$ cat src/rtl/t21_port_ctrl.sv
// Port I/O sequencer for a T21 node: runs one blocking read or write on the
// four neighbour links, resolving the ANY and LAST pseudo-ports.
module t21_port_ctrl #(
   parameter int unsigned DATA_W = 11
) (
   input  logic              clk,
   input  logic              reset,
   // core side
   input  logic              op_valid,
   output logic              op_ready,
   input  logic              op_write,
   input  logic [2:0]        op_dir,
   input  logic [DATA_W-1:0] wr_data,
   output logic [DATA_W-1:0] rd_data,
   output logic              op_done,
   output logic [1:0]        last_dir,
   output logic              last_valid,
   // inbound links
   input  logic [DATA_W-1:0] left_in_data,
   input  logic [DATA_W-1:0] right_in_data,
   input  logic [DATA_W-1:0] up_in_data,
   input  logic [DATA_W-1:0] down_in_data,
   input  logic              left_in_ready,
   input  logic              right_in_ready,
   input  logic              up_in_ready,
   input  logic              down_in_ready,
   output logic              left_in_ack,
   output logic              right_in_ack,
   output logic              up_in_ack,
   output logic              down_in_ack,
   // outbound links
   output logic [DATA_W-1:0] left_out_data,
   output logic [DATA_W-1:0] right_out_data,
   output logic [DATA_W-1:0] up_out_data,
   output logic [DATA_W-1:0] down_out_data,
   output logic              left_out_ready,
   output logic              right_out_ready,
   output logic              up_out_ready,
   output logic              down_out_ready,
   input  logic              left_out_ack,
   input  logic              right_out_ack,
   input  logic              up_out_ack,
   input  logic              down_out_ack
);

   typedef enum logic [1:0] {StIdle, StWait, StDone} state_e;

   localparam logic [2:0] DirAny = 3'd4;

   state_e            state_q;
   logic              write_q;
   logic              any_q;
   logic [1:0]        dir_q;
   logic [DATA_W-1:0] wdata_q;
   logic [DATA_W-1:0] rd_data_q;
   logic [1:0]        last_dir_q;
   logic              last_valid_q;
   logic              op_done_q;
   logic [3:0]        in_ack_q;
   logic [3:0]        out_ready_q;

   // Link bundles indexed by direction: 0 LEFT, 1 RIGHT, 2 UP, 3 DOWN.
   logic [3:0]        in_rdy;
   logic [3:0]        out_ack;
   logic [DATA_W-1:0] in_data [4];

   always_comb begin
      in_rdy     = {down_in_ready, up_in_ready, right_in_ready, left_in_ready};
      out_ack    = {down_out_ack, up_out_ack, right_out_ack, left_out_ack};
      in_data[0] = left_in_data;
      in_data[1] = right_in_data;
      in_data[2] = up_in_data;
      in_data[3] = down_in_data;
   end

   // Accept-time decode; LAST (and reserved 6/7) with no history becomes NIL.
   logic       acc_any;
   logic       acc_nil;
   logic [1:0] acc_dir;

   always_comb begin
      acc_any = 1'b0;
      acc_nil = 1'b0;
      acc_dir = 2'd0;
      if (op_dir == DirAny) begin
         acc_any = 1'b1;
      end else if (op_dir < DirAny) begin
         acc_dir = op_dir[1:0];
      end else if (last_valid_q) begin
         acc_dir = last_dir_q;
      end else begin
         acc_nil = 1'b1;
      end
   end

   logic [3:0] sel_mask;
   logic [3:0] cand;
   logic       hit;
   logic [1:0] win;

   always_comb begin
      sel_mask = any_q ? 4'b1111 : (4'b0001 << dir_q);
      // Writes only see acks on links we are actually offering.
      cand     = write_q ? (out_ack & out_ready_q) : (in_rdy & sel_mask);
      hit      = |cand;
      if (cand[0]) begin
         win = 2'd0;
      end else if (cand[1]) begin
         win = 2'd1;
      end else if (cand[2]) begin
         win = 2'd2;
      end else begin
         win = 2'd3;
      end
   end

   always_ff @(posedge clk) begin
      if (!reset) begin
         state_q      <= StIdle;
         write_q      <= 1'b0;
         any_q        <= 1'b0;
         dir_q        <= 2'd0;
         wdata_q      <= '0;
         rd_data_q    <= '0;
         last_dir_q   <= 2'd0;
         last_valid_q <= 1'b0;
         op_done_q    <= 1'b0;
         in_ack_q     <= 4'b0000;
         out_ready_q  <= 4'b0000;
      end else begin
         op_done_q <= 1'b0;
         in_ack_q  <= 4'b0000;
         unique case (state_q)
            StIdle: begin
               if (op_valid) begin
                  write_q <= op_write;
                  any_q   <= acc_any;
                  dir_q   <= acc_dir;
                  if (acc_nil) begin
                     state_q   <= StDone;
                     op_done_q <= 1'b1;
                     if (!op_write) begin
                        rd_data_q <= '0;
                     end
                  end else begin
                     state_q <= StWait;
                     if (op_write) begin
                        wdata_q     <= wr_data;
                        out_ready_q <= acc_any ? 4'b1111 : (4'b0001 << acc_dir);
                     end
                  end
               end
            end
            StWait: begin
               if (hit) begin
                  state_q     <= StDone;
                  op_done_q   <= 1'b1;
                  out_ready_q <= 4'b0000;
                  if (!write_q) begin
                     rd_data_q <= in_data[win];
                     in_ack_q  <= 4'b0001 << win;
                  end
                  if (any_q) begin
                     last_dir_q   <= win;
                     last_valid_q <= 1'b1;
                  end
               end
            end
            StDone: begin
               state_q <= StIdle;
            end
            default: begin
               state_q <= StIdle;
            end
         endcase
      end
   end

   assign op_ready        = (state_q == StIdle);
   assign op_done         = op_done_q;
   assign rd_data         = rd_data_q;
   assign last_dir        = last_dir_q;
   assign last_valid      = last_valid_q;

   assign left_in_ack     = in_ack_q[0];
   assign right_in_ack    = in_ack_q[1];
   assign up_in_ack       = in_ack_q[2];
   assign down_in_ack     = in_ack_q[3];

   assign left_out_ready  = out_ready_q[0];
   assign right_out_ready = out_ready_q[1];
   assign up_out_ready    = out_ready_q[2];
   assign down_out_ready  = out_ready_q[3];

   assign left_out_data   = wdata_q;
   assign right_out_data  = wdata_q;
   assign up_out_data     = wdata_q;
   assign down_out_data   = wdata_q;

endmodule

$ cat config.mk
export PLATFORM = sky130hd
export DESIGN_NAME = t21_port_ctrl
export DESIGN_NICKNAME = d
export VERILOG_FILES = /design/src/rtl/t21_port_ctrl.sv
export SDC_FILE = /design/constraint.sdc
export NUM_CORES = 1
export LEC_CHECK = 0
export BUFFER_PORTS_ARGS = -buffer_cell sky130_fd_sc_hd__buf_4
export CORE_MARGIN = 2
export CORE_UTILIZATION = 40
export CTS_CLUSTER_DIAMETER = 80
export DETAILED_ROUTE_END_ITERATION = 12
export PLACE_DENSITY = 0.74
export SYNTH_ARGS = -nofsm -noshare
export SYNTH_HDL_FRONTEND = slang
export SYNTH_SLANG_ARGS = --single-unit
$ cat constraint.sdc
create_clock -name clk -period 3.2 [get_ports clk]
set_input_delay 0.32 -clock clk [delete_from_list [all_inputs] [get_ports clk]]
set_output_delay 0.32 -clock clk [all_outputs]
set_load 0.01 [all_outputs]
==> results of run 1 <==
==> final timing paths <==
check                           depth (start not counted)          endpoint  slack, ns       start
worst max-delay path                                    6       rd_data[10]       0.99     write_q
worst min-delay path                                    3  down_out_data[4]       0.29  wr_data[4]
worst max register to register                          6       rd_data[10]       0.99     write_q
worst min register to register                          1        rd_data[6]       0.47  rd_data[6]
==> through the flow <==
stage | hold slack (ns) | area (um^2)
after detailed placement | 0.452 | 2970
final | 0.288 | 3100
after global placement | 0.446 | 2970
after global routing | 0.306 | 3100
after floorplan | 0.465 | 2150
after CTS | 0.282 | 3100
==> cell type report <==
class / count / area share, %
Clock buffer: 7 / 3.11
Clock inverter: 1 / 0.969
Multi-Input combinational cell: 148 / 33.1
Timing Repair Buffer: 139 / 33.7
Inverter: 4 / 0.484
Sequential cell: 40 / 25.8
Tap cell: 70 / 2.83
==> registers in the layout (all words and copies together), names as in the netlist <==
signal         cells
last_dir           2
any_q              1
dir_q              2
last_valid         1
rd_data           11
out_ready_q        4
state_q            2
write_q            1
down_out_data     11
in_ack_q           4
op_done            1
==> synthesized netlist by cell type (all sizes together) <==
master	number	area (um^2)
nand3b	1	7.51
a211oi	1	20.0
a222oi	11	110
a21oi	9	45.0
nor3b	3	22.5
inv	4	15.0
nor2	9	33.8
o211a	2	20.0
a21o	1	7.51
o21ai	8	40.0
o221a	1	11.3
or3b	2	20.0
o21a	1	7.51
a22o	3	26.3
a32o	1	10.0
a32oi	1	8.76
o2bb2ai	12	105
nor4b	1	15.0
nand2b	1	6.26
nor2b	9	56.3
o211ai	1	7.51
and3	2	12.5
mux2i	4	40.0
a31oi	1	6.26
a21boi	11	82.6
mux2	11	124
nand2	30	113
a31o	1	8.76
and2	3	20.0
nand3	4	20.0
o31a	1	8.76
buf	38	279
dfxtp	40	801
clkbuf	7	26.3
nor3	2	10.0
==> layer usage <==
layer	GRT usage [%]	share of wire, %
met3	5.18	7.3
met5	0	0
met2	31.4	50
met4	4.64	0.20
met1	26.0	42
==> tightest hold or removal path, cell delays in order <==
cell and delay (ns):
buf_4 0.11, nand2_1 0.04, a21boi_0 0.06
==> logic make-up (layout without fill, tap and decap cells) <==
logic type	after synthesis	after routing	synth area share [%]
AND/OR/NAND/NOR	67	67	15.7
AO/OA/AOI/OAI	66	66	24.5
buffers and inverters	49	151	14.9
flip-flops	40	40	37.3
multiplexers	15	15	7.63
==> where the power goes <==
group / internal (uW) / leakage [uW] / switching [uW]
clock network: 275 / 0.0000645 / 164
registers: 516 / 0.000324 / 19.5
logic: 152 / 0.00102 / 126
==> flow_summary.toml, run 1 <==
[timing]
skew_ns = 0.00416
slew_headroom_pct = 49.3
drv_slew = 0
setup_viol = 0
finalHoldViolCount = 0
min_period_ns = 2.21
setup_slack_ns = 0.990
rsz0062_at_grt = "no"
fin_tns_setup_ns = 0
fin_crit_sh_pct = 69.1
worstMarginPinSlew_ns = 0.758
clock.fmax_mhz = 453

[final_layout]
layout.cells.non_filler = 409
area_growth_pct = 44.3
layout_commonest_cell = "buf_4"
multiInputGateArea_mm2 = 0.00103
final_util_pct = 60.3
ff_latch_area_um2 = 801
antenna_cells = 0
n_fill_cell = 487
fin_nets = 408
drive_above_1_share_pct = 48.7
layout_common_cells = "139 x buf_4, 40 x dfxtp_1, 30 x nand2_1, 12 x o2bb2ai_1"

[setup_path]
crit_path_end_kind = "flip-flop"
max_stage_delay_ns = 0.62
crit_family = "compound AO/OA/AOI/OAI gates"
path_cells = "inv_2 > o211a_1 > a31o_2 > nor2_1 > a222oi_1 > o2bb2ai_1"
critPathBufInv = 1
critical-path-slowest-cell = "nor2_1"
crit_required_ns = 3.41
startpoint_type = "flip-flop"
worstPathMaxFanout = 15
crit_type = "reg2reg"
cp.arrival_ns = 2.42

[synth]
ys_warn_count = 0
synth.cell_area_mm2 = 0.00215
syn_nets = 307
yosys_register_bits = 40
avgSynthCellArea_um2 = 9.06
synth_seq_area_share_pct = 37.3
netlist-cell-type-count = 41
syn-instance-count = 237

[floorplanning]
die_area_mm2 = 0.00597
io_pins = 138
initial_core_util_pct = 41.8
fp.dieH_um = 77.3
core_mm2 = 0.00514
std_cell_rows = 26
die_x_um = 77.3

[global_routing]
grt_max_degree = 29
track_usage_pct = 19.5
grt.overflow.total = 0
grt_pass1_vias = 1934
grt_first_pass_wirelength_mm = 9.44
antenna_found_initial = 0

[clocking]
cts.sinks = 40
cts-root-buf = "clkbuf_8"
cts.clk_slew.worst_paths_ns = 0.07
post_cts_buffers = 0
hold_buffers = 0
clock_path_buffers = 2
numCtsBuffers = 5
post_cts_resized = 0
cts_max_level = 2
cts_tree = "built"
clock_latency_ns = 0.28

[job]
maxCapViolations = 0

[drt]
drt-wirelength-per-cell_um = 14.5
dr.first_iter.drc_count = 104
route.vias.total = 2073
postRouteAntennaNets = 0
vias_per_cell = 5.07
firstDrtPassIters = 4
drc = 0
wirelength_mm = 5.92

[placement]
placed_cells = 401
portBuffers = 137
routabilityCongestion = 0.815
pre_cts_ws_ns = 1.02
dp_hpwl_mm = 4.64

[worst_hold_path]
hold_class = "in2reg"

[pwr]
pwr_density_cell_mw_per_mm2 = 404
power_uw = 1250
leakagePower_uw = 0.00141
ir_drop_mv = 0.270

[run_status]
status = "finished, final reports clean"
No activity file was read; power rests on OpenSTA's default activity.
==> run 2, diff against run 1 <==
--- a/config.mk
+++ b/config.mk
@@ -5,12 +5,13 @@
 export SDC_FILE = /design/constraint.sdc
 export NUM_CORES = 1
 export LEC_CHECK = 0
+export ABC_AREA = 1
 export BUFFER_PORTS_ARGS = -buffer_cell sky130_fd_sc_hd__buf_4
 export CORE_MARGIN = 2
 export CORE_UTILIZATION = 40
 export CTS_CLUSTER_DIAMETER = 80
 export DETAILED_ROUTE_END_ITERATION = 12
-export PLACE_DENSITY = 0.74
+export PLACE_DENSITY = 0.7
 export SYNTH_ARGS = -nofsm -noshare
 export SYNTH_HDL_FRONTEND = slang
 export SYNTH_SLANG_ARGS = --single-unit
==> constraint.sdc (replaced) <==
create_clock -name clk -period 2.2 [get_ports clk]
set_input_delay 0.22 -clock clk [delete_from_list [all_inputs] [get_ports clk]]
set_output_delay 0.22 -clock clk [all_outputs]
set_load 0.01 [all_outputs]
==> run 2 against run 1 <==
  * Count of clock-buffer cells in the layout is 1 lower
  * Utilization is 5.0 points lower
  * First-iteration DRC count is 7.7% lower
  * Global-route usage is 0.96 points lower
  * Synthesized cell count is 71% higher
  * Highest routed layer unchanged
  * Non-clock buffer count is 2 higher
  * Critical endpoint is now rd_data[7]
==> flow_summary.toml, run 2 <==
[placement]
placed_cell_area_mm2 = 0.00345
portBuffers = 137
dp_hpwl_mm = 5.53
routabilityCongestion = 0.891

[floorplanning]
die_x_um = 85.6
std_cell_rows = 29
fp.dieH_um = 85.6
core_mm2 = 0.00639
io_pins = 138
initial_core_util_pct = 41.7
die_area_mm2 = 0.00733

[timing]
setup_viol = 0
slew_headroom_pct = 71.4
min_period_ns = 1.83
fin_tns_setup_ns = 0
finalHoldViolCount = 0
clock.fmax_mhz = 545
worstMarginPinSlew_ns = 0.428
rsz0062_at_grt = "no"
skew_ns = 0.00904
drv_slew = 0
fin_crit_sh_pct = 83.4

[drt]
route.vias.total = 2721
drt-wirelength-per-cell_um = 11.8
vias_per_cell = 4.69
postRouteAntennaNets = 0
wirelength_mm = 6.84
drc = 0
dr.first_iter.drc_count = 96
firstDrtPassIters = 4

[synth]
synthTopCellsByArea = "dfxtp_1 30%, nor2_1 10%, nand2_1 10%"
synthArstFlopShare_pct = 0
yosysMostFrequentCell = "nor2_1"
yosys_register_bits = 40
synth.cell_area_mm2 = 0.00266
synthFlopType = "dfxtp_1"
synth_area_leader_cell = "dfxtp_1"
ys_top_cells_by_count = "72 x nor2_1, 71 x nand2_1, 44 x inv_1, 40 x dfxtp_1, 34 x buf_4"
syn_nets = 475
synth_seq_area_share_pct = 30.1
netlist-cell-type-count = 29
syn-instance-count = 405
synthDominantCellAreaShare_pct = 30.1
avgSynthCellArea_um2 = 6.58
ys_warn_count = 0
synth_edf_count = 0

[setup_path]
crit_type = "reg2reg"
startpoint_type = "flip-flop"
reg2reg_from = "write_q"
crit_path_end_kind = "flip-flop"
worstPathMaxFanout = 15
cp.arrival_ns = 2.06
crit_required_ns = 2.42
crit_start = "write_q"

[pwr]
ir_drop_mv = 0.341
leakagePower_uw = 0.00187
power_uw = 1980
pwr_density_cell_mw_per_mm2 = 561

[final_layout]
design_area_mm2 = 0.00353
drive_above_1_share_pct = 38.0
fin_nets = 573
antenna_cells = 0
layout_commonest_cell = "buf_4"
layout_common_cells = "141 x buf_4, 72 x nor2_1, 71 x nand2_1, 44 x inv_1, 40 x dfxtp_1"
area_growth_pct = 32.6

[clocking]
cts-root-buf = "clkbuf_8"
hold_buffers = 0
cts.sinks = 40
cts_max_level = 2
post_cts_buffers = 0
post_cts_resized = 0
cts_tree = "built"
numCtsBuffers = 5
clock_latency_ns = 0.29
clock_path_buffers = 2
cts.clk_slew.worst_paths_ns = 0.07

[global_routing]
track_usage_pct = 18.5
grt_first_pass_wirelength_mm = 11.1
antenna_found_initial = 0
grt.overflow.total = 0
grt_pass1_vias = 2572
grt_max_degree = 34

[worst_hold_path]
hold_class = "in2reg"
min_from = "wr_data[4]"

[job]
maxCapViolations = 0

[run_status]
status = "finished, final reports clean"
## run 2: per-stage QoR
step	util, %	instances	hold slack [ns]	setup WS [ns]
2_1_floorplan	-	405	0.355	0.801
3_3_place_gp	54.1	573	0.441	0.430
3_5_place_dp	54.1	573	0.452	0.375
4_1_cts	55.3	580	0.140	0.360
5_1_grt	55.3	580	0.153	0.123
6_report	55.3	580	0.154	0.365
## run 2: final cells by class
type | count | area, um^2
flip-flops and latches | 40 | 801
multi-input cells | 266 | 1310
clock buffers | 6 | 72.6
fillers | 646 | 2860
inverters | 49 | 184
well taps | 77 | 96.3
repair buffers | 141 | 1060
clock inverters | 1 | 5.00
## run 2: logic make-up (layout without fill, tap and decap cells)
logic type	count (synthesis)	in the layout	share of synthesized area (%)
flip-flops	40	40	30.1
AO/OA/AOI/OAI	59	59	12.4
buffers and inverters	99	197	20.6
AND/OR/NAND/NOR	207	207	36.9
## run 2: path summary, 6_finish.rpt
kind / slack, ns / end / cells past startpoint
setup / recovery: 0.37 / rd_data[7] / 8
hold / removal: 0.15 / down_out_data[4] / 3
setup reg to reg: 0.37 / rd_data[7] / 8
hold reg to reg: 0.48 / last_dir[0] / 2
## run 2: routing by layer
metal  track usage (%)  wire length [um]  vias up  share of wire, %
met5                 0                 0        -                 0
met4              7.36               127        0               1.9
met3              4.23               479       13               7.0
met2              31.1              3250      104                48
met1              22.9              2980     1182                44
li1                  -                 -     1422                 -
## run 2: power by group
part           total (uW)  switching, uW  internal, uW
clock network         446            231           215
logic                 723            408           316
registers             812           46.7           765
## run 2: worst max-delay path: stages, from the launching register on
cell and delay (ns):
dfxtp_1 0.59, nor2_1 0.10, nand2_1 0.09, nand2_2 0.10
nor2_8 0.24, nand3_4 0.13, nand3_2 0.27, nand2_1 0.10
a21oi_1 0.14
==> run 3, diff against run 2 <==
==> constraint.sdc (replaced) <==
create_clock -name clk -period 1.9 [get_ports clk]
set_input_delay 0.19 -clock clk [delete_from_list [all_inputs] [get_ports clk]]
set_output_delay 0.19 -clock clk [all_outputs]
set_load 0.01 [all_outputs]
==> run 3 against run 2 <==
  * Cell area up 1.4%
  * Combinational power up 20%
  * Cell count up 0.69%
  * Clock skew down 0.0034 ns
  * Sequential power up 16%
  * Via count up 1.4%
  * Clock power up 28%
  * Sequential share of layout area down 0.27 points
  * Die area unchanged
  * Critical path depth up 3
  * Critical path type unchanged
  * Highest routed layer unchanged
==> flow_summary.toml, run 3 (synthesized netlist as in run 2, its figures left out) <==
[run_status]
status = "finished, final reports clean"

[final_layout]
layout_commonest_cell = "buf_4"
antenna_cells = 0
layout.cells.non_filler = 584
fin_nets = 576
area_growth_pct = 34.4
layout_common_cells = "143 x buf_4, 72 x nor2_1, 71 x nand2_1, 44 x inv_1, 39 x dfxtp_1"
n_fill_cell = 637
drive_above_1_share_pct = 38.5

[placement]
pre_cts_ws_ns = 0.0865
portBuffers = 137
placed_cells = 576
routabilityCongestion = 0.879
dp_hpwl_mm = 5.63

[worst_hold_path]
min_from = "wr_data[2]"
hold_class = "in2reg"

[timing]
setup_slack_ns = 0.210
fin_tns_setup_ns = 0
setup_viol = 0
rsz0062_at_grt = "no"
skew_ns = 0.00567
drv_slew = 0
finalHoldViolCount = 0
min_period_ns = 1.69
clock.fmax_mhz = 592
worstMarginPinSlew_ns = 0.480
fin_crit_sh_pct = 88.9
slew_headroom_pct = 68.0

[setup_path]
crit_start = "dir_q[0]"
cp-endpoint = "rd_data[3]"
crit_path_end_kind = "flip-flop"
cp.arrival_ns = 1.87
r2r-end = "rd_data[3]"
rr_worst_depth = 11
rrSetupSlack_ns = 0.21
reg2reg_from = "dir_q[0]"
worstPathMaxFanout = 22
startpoint_type = "flip-flop"
crit_type = "reg2reg"
crit_required_ns = 2.08

[drt]
postRouteAntennaNets = 0
dr.first_iter.drc_count = 155
route.vias.total = 2758
firstDrtPassIters = 4
vias_per_cell = 4.72
drc = 0
wirelength_mm = 6.97
drt-wirelength-per-cell_um = 11.9

[global_routing]
track_usage_pct = 18.4
grt_max_degree = 26
antenna_found_initial = 0
grt_first_pass_wirelength_mm = 11.1
grt_pass1_vias = 2491
grt.overflow.total = 0

[floorplanning]
die_area_mm2 = 0.00733
die_x_um = 85.6
initial_core_util_pct = 41.7
io_pins = 138
std_cell_rows = 29
fp.dieH_um = 85.6
core_mm2 = 0.00639

[pwr]
ir_drop_mv = 0.419
pwr_density_cell_mw_per_mm2 = 664
leakagePower_uw = 0.00190

[clocking]
cts_max_level = 2
post_cts_resized = 0
cts.sinks = 40
clock_path_buffers = 2
cts.clk_slew.worst_paths_ns = 0.07
cts-root-buf = "clkbuf_8"
hold_buffers = 0
clock_latency_ns = 0.29
post_cts_buffers = 0
numCtsBuffers = 5
cts_tree = "built"

[job]
maxCapViolations = 0
-- run 3: metal layers --
layer | GRT usage [%] | share of wire (%) | wire length, um | vias to the layer above
li1 | - | - | - | 1425
met1 | 23.5 | 44 | 3040 | 1217
met2 | 31.0 | 47 | 3280 | 103
met3 | 3.85 | 7.4 | 516 | 13
met4 | 5.92 | 1.9 | 131 | 0
met5 | 0 | 0 | 0 | -
-- run 3: worst min path at each step --
stage / slack [ns] / cells after the start / to
floorplan: 0.32 / 2 / down_out_data[0]
global placement: 0.41 / 3 / down_out_data[4]
detailed placement: 0.42 / 3 / down_out_data[2]
CTS: 0.12 / 3 / down_out_data[7]
global route: 0.14 / 3 / down_out_data[6]
finish: 0.13 / 3 / down_out_data[2]
-- run 3: stage by stage --
stage / cell area (um^2) / total power (uW) / hold WS [ns] / utilization (%)
floorplan: 2660 / 1550 / 0.325 / -
global placement: 3490 / 1810 / 0.412 / 54.6
detailed placement: 3490 / 1820 / 0.423 / 54.6
CTS: 3580 / 2390 / 0.122 / 56.0
global route: 3580 / 2520 / 0.135 / 56.1
finish: 3580 / 2380 / 0.127 / 56.1
-- run 3: worst max-delay path, stage by stage (launching register included) --
cell and delay (ns):
dfxtp_1 0.39, inv_1 0.06, nand2_1 0.05, nand2_1 0.08, nand2_4 0.14, nand2_4 0.08, nand2_2 0.31, nand3_1 0.19
nand2_1 0.10, nand2_1 0.05, nand2_1 0.07, a21oi_2 0.05
-- run 3: cell type report --
type | instances | area (um^2) | share of cell area (%)
flip-flops and latches | 40 | 802 | 22.4
clock buffers | 8 | 90.1 | 2.52
inverters | 49 | 184 | 5.14
well taps | 77 | 96.3 | 2.69
multi-input cells | 266 | 1310 | 36.7
repair buffers | 144 | 1090 | 30.5
-- run 3: where the power goes --
group | total (uW) | internal [uW] | switching [uW] | leakage (uW)
Combinational | 864 | 384 | 480 | 0.00153
Clock | 573 | 296 | 277 | 0.0000455
Sequential | 941 | 886 | 54.7 | 0.000326
